[src/rtl/decode_pipe_if.sv]
// decode_pipe_if: bundles every non-clock/reset signal of decode_pipe.
//   Fetch side     : flush, in_valid/in_ready, in_pc, in_command
//   Register file  : reg1/reg2, fmode1/fmode2 (addresses), reg_out1/reg_out2 (data)
//   Forwarding     : fwd_valid, fwd_no, fwd_fmode, fwd_data (FWD_PORTS channels)
//   Load hazard    : hz_valid, hz_no, hz_fmode
//   Execute side   : out_valid/out_ready and the registered decoded fields
// Modport slave is the decode stage; master is its surrounding environment.
interface decode_pipe_if #(
    parameter int unsigned XLEN      = 32,
    parameter int unsigned FWD_PORTS = 2
);
    logic                      flush;
    logic                      in_valid;
    logic                      in_ready;
    logic [XLEN-1:0]           in_pc;
    logic [31:0]               in_command;

    logic [4:0]                reg1;
    logic [4:0]                reg2;
    logic                      fmode1;
    logic                      fmode2;
    logic [XLEN-1:0]           reg_out1;
    logic [XLEN-1:0]           reg_out2;

    logic [FWD_PORTS-1:0]      fwd_valid;
    logic [5*FWD_PORTS-1:0]    fwd_no;
    logic [FWD_PORTS-1:0]      fwd_fmode;
    logic [XLEN*FWD_PORTS-1:0] fwd_data;

    logic                      hz_valid;
    logic [4:0]                hz_no;
    logic                      hz_fmode;

    logic                      out_valid;
    logic                      out_ready;
    logic [5:0]                opecode;
    logic [15:0]               offset;
    logic [XLEN-1:0]           pc_out;
    logic [XLEN-1:0]           rs;
    logic [XLEN-1:0]           rt;
    logic [4:0]                rd_no;
    logic [4:0]                rs_no;
    logic [4:0]                rt_no;
    logic                      fmode1_reg;
    logic                      fmode2_reg;

    modport slave (
        input  flush, in_valid, in_pc, in_command,
        output in_ready,
        output reg1, reg2, fmode1, fmode2,
        input  reg_out1, reg_out2,
        input  fwd_valid, fwd_no, fwd_fmode, fwd_data,
        input  hz_valid, hz_no, hz_fmode,
        input  out_ready,
        output out_valid, opecode, offset, pc_out, rs, rt,
        output rd_no, rs_no, rt_no, fmode1_reg, fmode2_reg
    );

    modport master (
        output flush, in_valid, in_pc, in_command,
        input  in_ready,
        input  reg1, reg2, fmode1, fmode2,
        output reg_out1, reg_out2,
        output fwd_valid, fwd_no, fwd_fmode, fwd_data,
        output hz_valid, hz_no, hz_fmode,
        output out_ready,
        input  out_valid, opecode, offset, pc_out, rs, rt,
        input  rd_no, rs_no, rt_no, fmode1_reg, fmode2_reg
    );
endinterface

[src/rtl/decode_pipe.sv]
// decode_pipe: registered decode stage between fetch and execute.
//   Splits the instruction word into fields, reads both sources from the
//   integer or FP register file, resolves RAW hazards by forwarding from
//   FWD_PORTS later stages (channel 0 = youngest, highest priority) or by
//   stalling on a pending load, and presents the result in a valid/ready
//   output register with flush.
// Ports:
//   clk  - clock
//   rst  - synchronous, active-high reset
//   bus  - decode_pipe_if.slave (fetch, register file, forwarding, hazard,
//          execute handshake and decoded fields)
module decode_pipe #(
    parameter int unsigned XLEN      = 32,
    parameter int unsigned FWD_PORTS = 2,
    parameter bit          ZERO_REG  = 1'b1
) (
    input  logic          clk,
    input  logic          rst,
    decode_pipe_if.slave  bus
);

    // ------------------------------------------------------------------
    // Combinational field decode of the incoming instruction
    // ------------------------------------------------------------------
    logic [31:0] cmd;
    logic [4:0]  src1_no;
    logic [4:0]  src2_no;
    logic        src_fmode;

    always_comb begin
        cmd       = bus.in_command;
        src1_no   = cmd[25:21];
        src2_no   = cmd[20:16];
        src_fmode = (cmd[31:30] == 2'b11);
    end

    assign bus.reg1   = src1_no;
    assign bus.reg2   = src2_no;
    assign bus.fmode1 = src_fmode;
    assign bus.fmode2 = src_fmode;

    // Integer r0 is hard-wired to zero: never forwarded, never stalls.
    function automatic logic is_zero_reg(input logic [4:0] no, input logic fm);
        return ZERO_REG && !fm && (no == 5'd0);
    endfunction

    // Source value: zero register, then lowest-index matching forward
    // channel, then the supplied default.
    function automatic logic [XLEN-1:0] select_src(
        input logic [4:0]                no,
        input logic                      fm,
        input logic [XLEN-1:0]           dflt,
        input logic [FWD_PORTS-1:0]      fv,
        input logic [5*FWD_PORTS-1:0]    fn,
        input logic [FWD_PORTS-1:0]      ff,
        input logic [XLEN*FWD_PORTS-1:0] fd
    );
        logic [XLEN-1:0] val;
        logic            hit;
        val = dflt;
        hit = 1'b0;
        if (is_zero_reg(no, fm)) begin
            val = '0;
        end else begin
            for (int unsigned i = 0; i < FWD_PORTS; i++) begin
                if (!hit && fv[i] && (fn[5*i +: 5] == no) && (ff[i] == fm)) begin
                    val = fd[XLEN*i +: XLEN];
                    hit = 1'b1;
                end
            end
        end
        return val;
    endfunction

    function automatic logic load_pending(
        input logic       hv,
        input logic [4:0] hn,
        input logic       hf,
        input logic [4:0] no,
        input logic       fm
    );
        return hv && (hn == no) && (hf == fm) && !is_zero_reg(no, fm);
    endfunction

    // ------------------------------------------------------------------
    // Output pipeline register
    // ------------------------------------------------------------------
    logic            out_valid_q,  out_valid_d;
    logic [5:0]      opecode_q,    opecode_d;
    logic [15:0]     offset_q,     offset_d;
    logic [XLEN-1:0] pc_out_q,     pc_out_d;
    logic [XLEN-1:0] rs_q,         rs_d;
    logic [XLEN-1:0] rt_q,         rt_d;
    logic [4:0]      rd_no_q,      rd_no_d;
    logic [4:0]      rs_no_q,      rs_no_d;
    logic [4:0]      rt_no_q,      rt_no_d;
    logic            fmode1_reg_q, fmode1_reg_d;
    logic            fmode2_reg_q, fmode2_reg_d;

    logic            advance;
    logic            stall;
    logic            in_ready;
    logic            accept;
    logic [XLEN-1:0] src1_val;
    logic [XLEN-1:0] src2_val;

    always_comb begin
        advance  = !out_valid_q || bus.out_ready;
        stall    = load_pending(bus.hz_valid, bus.hz_no, bus.hz_fmode, src1_no, src_fmode)
                || load_pending(bus.hz_valid, bus.hz_no, bus.hz_fmode, src2_no, src_fmode);
        // Flush always consumes the incoming word, even when stalled or held.
        in_ready = bus.flush || (advance && !stall);
        accept   = bus.in_valid && in_ready && !bus.flush;

        src1_val = select_src(src1_no, src_fmode, bus.reg_out1, bus.fwd_valid,
                              bus.fwd_no, bus.fwd_fmode, bus.fwd_data);
        src2_val = select_src(src2_no, src_fmode, bus.reg_out2, bus.fwd_valid,
                              bus.fwd_no, bus.fwd_fmode, bus.fwd_data);

        out_valid_d  = out_valid_q;
        opecode_d    = opecode_q;
        offset_d     = offset_q;
        pc_out_d     = pc_out_q;
        rs_d         = rs_q;
        rt_d         = rt_q;
        rd_no_d      = rd_no_q;
        rs_no_d      = rs_no_q;
        rt_no_d      = rt_no_q;
        fmode1_reg_d = fmode1_reg_q;
        fmode2_reg_d = fmode2_reg_q;

        if (bus.flush) begin
            out_valid_d = 1'b0;
        end else if (accept) begin
            out_valid_d  = 1'b1;
            opecode_d    = cmd[31:26];
            offset_d     = cmd[15:0];
            pc_out_d     = bus.in_pc;
            rs_d         = src1_val;
            rt_d         = src2_val;
            rd_no_d      = cmd[15:11];
            rs_no_d      = src1_no;
            rt_no_d      = src2_no;
            fmode1_reg_d = src_fmode;
            fmode2_reg_d = src_fmode;
        end else if (advance) begin
            out_valid_d = 1'b0;
        end else begin
            // Held by execute: keep operands fresh from results that land
            // while we wait, matched against the held source registers.
            rs_d = select_src(rs_no_q, fmode1_reg_q, rs_q, bus.fwd_valid,
                              bus.fwd_no, bus.fwd_fmode, bus.fwd_data);
            rt_d = select_src(rt_no_q, fmode2_reg_q, rt_q, bus.fwd_valid,
                              bus.fwd_no, bus.fwd_fmode, bus.fwd_data);
        end
    end

    always_ff @(posedge clk) begin
        if (rst) begin
            out_valid_q  <= 1'b0;
            opecode_q    <= '0;
            offset_q     <= '0;
            pc_out_q     <= '0;
            rs_q         <= '0;
            rt_q         <= '0;
            rd_no_q      <= '0;
            rs_no_q      <= '0;
            rt_no_q      <= '0;
            fmode1_reg_q <= 1'b0;
            fmode2_reg_q <= 1'b0;
        end else begin
            out_valid_q  <= out_valid_d;
            opecode_q    <= opecode_d;
            offset_q     <= offset_d;
            pc_out_q     <= pc_out_d;
            rs_q         <= rs_d;
            rt_q         <= rt_d;
            rd_no_q      <= rd_no_d;
            rs_no_q      <= rs_no_d;
            rt_no_q      <= rt_no_d;
            fmode1_reg_q <= fmode1_reg_d;
            fmode2_reg_q <= fmode2_reg_d;
        end
    end

    assign bus.in_ready   = in_ready;
    assign bus.out_valid  = out_valid_q;
    assign bus.opecode    = opecode_q;
    assign bus.offset     = offset_q;
    assign bus.pc_out     = pc_out_q;
    assign bus.rs         = rs_q;
    assign bus.rt         = rt_q;
    assign bus.rd_no      = rd_no_q;
    assign bus.rs_no      = rs_no_q;
    assign bus.rt_no      = rt_no_q;
    assign bus.fmode1_reg = fmode1_reg_q;
    assign bus.fmode2_reg = fmode2_reg_q;

endmodule

[src/flat_wrapper.sv]
// flat-port wrapper written by rule: the top's interface ports become plain ports
module decode_pipe_flat 
#(
    parameter int unsigned XLEN      = 32,
    parameter int unsigned FWD_PORTS = 2,
    parameter bit          ZERO_REG  = 1'b1
)
  (clk, rst, bus_flush, bus_in_valid, bus_in_pc, bus_in_command, bus_in_ready, bus_reg1, bus_reg2, bus_fmode1, bus_fmode2, bus_reg_out1, bus_reg_out2, bus_fwd_valid, bus_fwd_no, bus_fwd_fmode, bus_fwd_data, bus_hz_valid, bus_hz_no, bus_hz_fmode, bus_out_ready, bus_out_valid, bus_opecode, bus_offset, bus_pc_out, bus_rs, bus_rt, bus_rd_no, bus_rs_no, bus_rt_no, bus_fmode1_reg, bus_fmode2_reg);
  decode_pipe_if #(.XLEN(XLEN), .FWD_PORTS(FWD_PORTS)) bus_i ();
  input  logic clk;
  input  logic rst;
  input wire logic [$bits(bus_i.flush)-1:0] bus_flush;
  input wire logic [$bits(bus_i.in_valid)-1:0] bus_in_valid;
  input wire logic [$bits(bus_i.in_pc)-1:0] bus_in_pc;
  input wire logic [$bits(bus_i.in_command)-1:0] bus_in_command;
  output wire logic [$bits(bus_i.in_ready)-1:0] bus_in_ready;
  output wire logic [$bits(bus_i.reg1)-1:0] bus_reg1;
  output wire logic [$bits(bus_i.reg2)-1:0] bus_reg2;
  output wire logic [$bits(bus_i.fmode1)-1:0] bus_fmode1;
  output wire logic [$bits(bus_i.fmode2)-1:0] bus_fmode2;
  input wire logic [$bits(bus_i.reg_out1)-1:0] bus_reg_out1;
  input wire logic [$bits(bus_i.reg_out2)-1:0] bus_reg_out2;
  input wire logic [$bits(bus_i.fwd_valid)-1:0] bus_fwd_valid;
  input wire logic [$bits(bus_i.fwd_no)-1:0] bus_fwd_no;
  input wire logic [$bits(bus_i.fwd_fmode)-1:0] bus_fwd_fmode;
  input wire logic [$bits(bus_i.fwd_data)-1:0] bus_fwd_data;
  input wire logic [$bits(bus_i.hz_valid)-1:0] bus_hz_valid;
  input wire logic [$bits(bus_i.hz_no)-1:0] bus_hz_no;
  input wire logic [$bits(bus_i.hz_fmode)-1:0] bus_hz_fmode;
  input wire logic [$bits(bus_i.out_ready)-1:0] bus_out_ready;
  output wire logic [$bits(bus_i.out_valid)-1:0] bus_out_valid;
  output wire logic [$bits(bus_i.opecode)-1:0] bus_opecode;
  output wire logic [$bits(bus_i.offset)-1:0] bus_offset;
  output wire logic [$bits(bus_i.pc_out)-1:0] bus_pc_out;
  output wire logic [$bits(bus_i.rs)-1:0] bus_rs;
  output wire logic [$bits(bus_i.rt)-1:0] bus_rt;
  output wire logic [$bits(bus_i.rd_no)-1:0] bus_rd_no;
  output wire logic [$bits(bus_i.rs_no)-1:0] bus_rs_no;
  output wire logic [$bits(bus_i.rt_no)-1:0] bus_rt_no;
  output wire logic [$bits(bus_i.fmode1_reg)-1:0] bus_fmode1_reg;
  output wire logic [$bits(bus_i.fmode2_reg)-1:0] bus_fmode2_reg;
  assign bus_i.flush = bus_flush;
  assign bus_i.in_valid = bus_in_valid;
  assign bus_i.in_pc = bus_in_pc;
  assign bus_i.in_command = bus_in_command;
  assign bus_in_ready = bus_i.in_ready;
  assign bus_reg1 = bus_i.reg1;
  assign bus_reg2 = bus_i.reg2;
  assign bus_fmode1 = bus_i.fmode1;
  assign bus_fmode2 = bus_i.fmode2;
  assign bus_i.reg_out1 = bus_reg_out1;
  assign bus_i.reg_out2 = bus_reg_out2;
  assign bus_i.fwd_valid = bus_fwd_valid;
  assign bus_i.fwd_no = bus_fwd_no;
  assign bus_i.fwd_fmode = bus_fwd_fmode;
  assign bus_i.fwd_data = bus_fwd_data;
  assign bus_i.hz_valid = bus_hz_valid;
  assign bus_i.hz_no = bus_hz_no;
  assign bus_i.hz_fmode = bus_hz_fmode;
  assign bus_i.out_ready = bus_out_ready;
  assign bus_out_valid = bus_i.out_valid;
  assign bus_opecode = bus_i.opecode;
  assign bus_offset = bus_i.offset;
  assign bus_pc_out = bus_i.pc_out;
  assign bus_rs = bus_i.rs;
  assign bus_rt = bus_i.rt;
  assign bus_rd_no = bus_i.rd_no;
  assign bus_rs_no = bus_i.rs_no;
  assign bus_rt_no = bus_i.rt_no;
  assign bus_fmode1_reg = bus_i.fmode1_reg;
  assign bus_fmode2_reg = bus_i.fmode2_reg;
  decode_pipe #(.XLEN(XLEN), .FWD_PORTS(FWD_PORTS), .ZERO_REG(ZERO_REG)) u_core (.clk(clk), .rst(rst), .bus(bus_i));
endmodule
[config.mk]
export PLATFORM = sky130hd
export DESIGN_NAME = decode_pipe_flat
export DESIGN_NICKNAME = d
export VERILOG_FILES = /design/src/rtl/decode_pipe_if.sv /design/src/rtl/decode_pipe.sv /design/src/flat_wrapper.sv
export SDC_FILE = /design/constraint.sdc
export NUM_CORES = 1
export LEC_CHECK = 0
export CORE_UTILIZATION = 40
export CTS_CLUSTER_DIAMETER = 120
export DETAILED_ROUTE_END_ITERATION = 8
export DONT_BUFFER_PORTS = 1
export GPL_ROUTABILITY_DRIVEN = 0
export SYNTH_ARGS = -nofsm -noshare
export SYNTH_HDL_FRONTEND = slang
export SYNTH_SLANG_ARGS = --single-unit
[constraint.sdc]
create_clock -name clk -period 5.55 [get_ports clk]
set_input_delay 0.8325 -clock clk [delete_from_list [all_inputs] [get_ports clk]]
set_output_delay 0.8325 -clock clk [all_outputs]
set_load 0.02 [all_outputs]
==> summary.md <==
| Metric | Value |
|---|---|
| Outcome | `finished, final reports clean` |
| CTS tree | `built` |
| Initial antenna violation count | `0` |
| Root Buffer | `clkbuf_16` |
| Synthesized net count | `1142` |
| RSZ-0062 raised after global routing | `no` |
| Worst-path cell chain | `and2_1 -> nor3_2 -> nor4_1 -> o21ai_0 -> a21o_1` |
| # Max-Cap Violations | `0` |
| Routed Wire Length | `about 25000 um` |
| Cts repair resizes | `0` |
| GRT Residual Overflow | `0` |
| Layout net count | `around 1100` |
| Endpoints failing hold | `0` |
| IO buf count | `0` |
| Die W | `~140 um` |
| Critical path class | `input port to output port` |
| Inserted Clock Buffers | `17` |
| Share of cells above drive strength 1 | `between 10% and 20%` |
| Final setup fails | `0` |
| CP max stage delay | `approximately 0.73 ns` |
| Pre-Repair DR Iteration Count | `5` |
| Number of synthesized flops with an enable pin | `0` |
| Slew headroom | `about a quarter` |
| Worst path arrival time | `2.79 ns` |
| Most common cell after layout, fill and taps aside | `nand2_1` |
| Synth Flop Type | `dfxtp_1` |
| Largest fanout on the critical path | `8` |
| GR Util All Layers | `22.87%` |
| Worst vdd ir | `between 0.2 and 0.25 mV` |
| Register area share after synthesis | `32.01%` |
| Max-slew violations | `0` |
| Non-filler instance count after layout | `1128` |
| Post-route clock period utilization | `between 60 and 70%` |
| Area delta synth->final | `6.356%` |
| Static leakage | `0.003191 uW` |
| DR WL/cell | `22.17 um` |
| Worst Path Buf+Inv | `0` |
| Ys Warns | `0` |
| Critical path startpoint category | `input port` |
| Count of hold-fix buffers inserted at cts | `0` |
| Total setup buffers inserted after CTS | `0` |
| Vias per cell | `about 6` |
| Crit. End Element | `output port` |
| Max Freq | `roughly 280 MHz` |
| Clock transition at the registers of the reported paths | `approximately 0.070 ns` |
| Vias in the first global route | `around 6500` |
| Slowest cell on crit path | `and2_1` |
| Clock Sink Count | `130` |
| H-tree lvl count | `4` |
| Largest net degree at the start of global routing | `between 60 and 70` |
| Commonest non-fill, non-tap cells in the layout | `nand2_1 (134), dfxtp_1 (130), mux2i_1 (128)` |
| Die area | `around 0.021 mm2` |
| Die H | `approximately 140 um` |
| 1st-iter DRT viols | `350` |
| Final ANT Viol Nets | `0` |
| Core area | `a little under 0.02 mm2` |
| Synth Area per Inst | `8.799 um2` |
| Synthesized instance count | `924` |
| Skew-Pair Late Insertion Delay | `~0.42 ns` |
| Overall via count from detail_route | `about 6800` |
| Post-Syn Area | `between 0.008 and 0.009 mm2` |
| IO Count | `between 300 and 400` |
| Clock Tree Buf Depth | `2` |
| Yosys cell types | `35` |
| Placed insts | `about 1100` |
| Clock Skew | `0.01094 ns` |
| Worst-margin pin slew | `roughly 1.1 ns` |
| Min-Delay Path Class | `input port to flip-flop` |
| PD cells | `~300 mW/mm2` |
| Async set-reset flop share out of synthesis | `0%` |
| Worst path top cell family by delay | `simple AND/OR/NAND/NOR gates` |
| Clock period minus worst slack | `around 3.6 ns` |
| Seq cells post-synth | `between 100 and 150` |
| HPWL after detailed placement | `between 15000 and 20000 um` |
| Total negative setup slack | `0 ns` |
| Starting Density | `between 40 and 50%` |
| Core Rows | `51` |
| First-pass GRT wire length | `about 37000 um` |
| CP required | `4.72 ns` |
| N_diodes | `0` |
| Drt drc | `0` |
==> synthesized netlist by cell type, drive strengths merged, types with 2 or more instances <==
master	instances	area [um2]
or3	2	12.51
or4	6	45.04
dfxtp	130	2603
xnor2	35	306.5
nand2b	4	25.02
xor2	20	175.2
o21ai	67	342.8
o21bai	2	15.01
nor4	8	62.56
o31ai	2	15.01
buf	44	311.6
a21oi	65	325.3
nor2	68	255.2
nand3	8	40.04
clkbuf	62	234.0
nand2	134	503.0
o221a	64	720.7
nor3	4	30.03
nand4	2	12.51
a211oi	64	780.8
mux2i	128	1281
==> worst register-to-register path: stages (launching register included) <==
cell	delay, ns
dfxtp_1	0.83
xnor2_1	0.20
nand2_1	0.11
nor4_1	0.53
nand2b_2	0.48
buf_4	0.48
mux2i_1	0.25
o21ai_0	0.09
o221a_2	0.25
==> routing by layer <==
layer / vias to the layer above / global-route usage (%) / routed length (um)
met5: - / 0 / 0
met4: 0 / 8.864 / 552
met3: 36 / 8.013 / 2447
met2: 294 / 38.64 / 12050
met1: 3253 / 26.32 / 9959
li1: 3187 / - / -
==> layout make-up <==
class / instances / area, um2
Sequential cell: 130 / 2603
Multi-Input combinational cell: 687 / 5046
Timing Repair Buffer: 13 / 97.59
Clock inverter: 15 / 140.1
Tap cell: 265 / 331.6
Inverter: 1 / 3.754
Fill cell: 1971 / 11070
Clock buffer: 17 / 425.4
==> power breakdown <==
group          total [uW]  leakage (uW)  internal, uW  switching [uW]
combinational         305       0.00185           132             173
clock                1110      0.000271           594             514
sequential           1120       0.00107           994             130
total                2540       0.00319          1720             817
==> metrics by stage <==
stage	hold WS (ns)	worst slack (ns)	utilization (%)	area [um2]	total power (uW)
2_1_floorplan	0.5345	2.677	-	8130	1401
3_3_place_gp	0.5380	1.711	40.99	8082	1450
3_5_place_dp	0.5434	1.675	40.99	8082	1454
4_1_cts	0.4526	1.885	43.85	8647	2559
5_1_grt	0.4446	1.778	43.85	8647	2640
6_report	0.4701	1.925	43.85	8647	2538
==> kinds of logic after synthesis <==
family | synth area share (%)
AOI/OAI and AO/OA | 27.25
xor gates and xnor gates | 5.925
buffers and inverters | 6.756
DFF | 32.01
muxes | 15.76
and+or+nand+nor | 12.30
==> final timing paths <==
check                                      startpoint                     to  slack, ns  depth (start not counted)
worst max-delay path               bus_in_command[30]           bus_in_ready       1.92                          5
worst min-delay path                              rst  u_core.bus.opecode[1]       0.47                          1
worst max register to register  u_core.bus.fmode1_reg      u_core.bus.rt[21]       2.23                          8
worst min register to register   u_core.bus.offset[0]   u_core.bus.offset[0]       0.55                          2
Power figures use the tool's default switching activity.
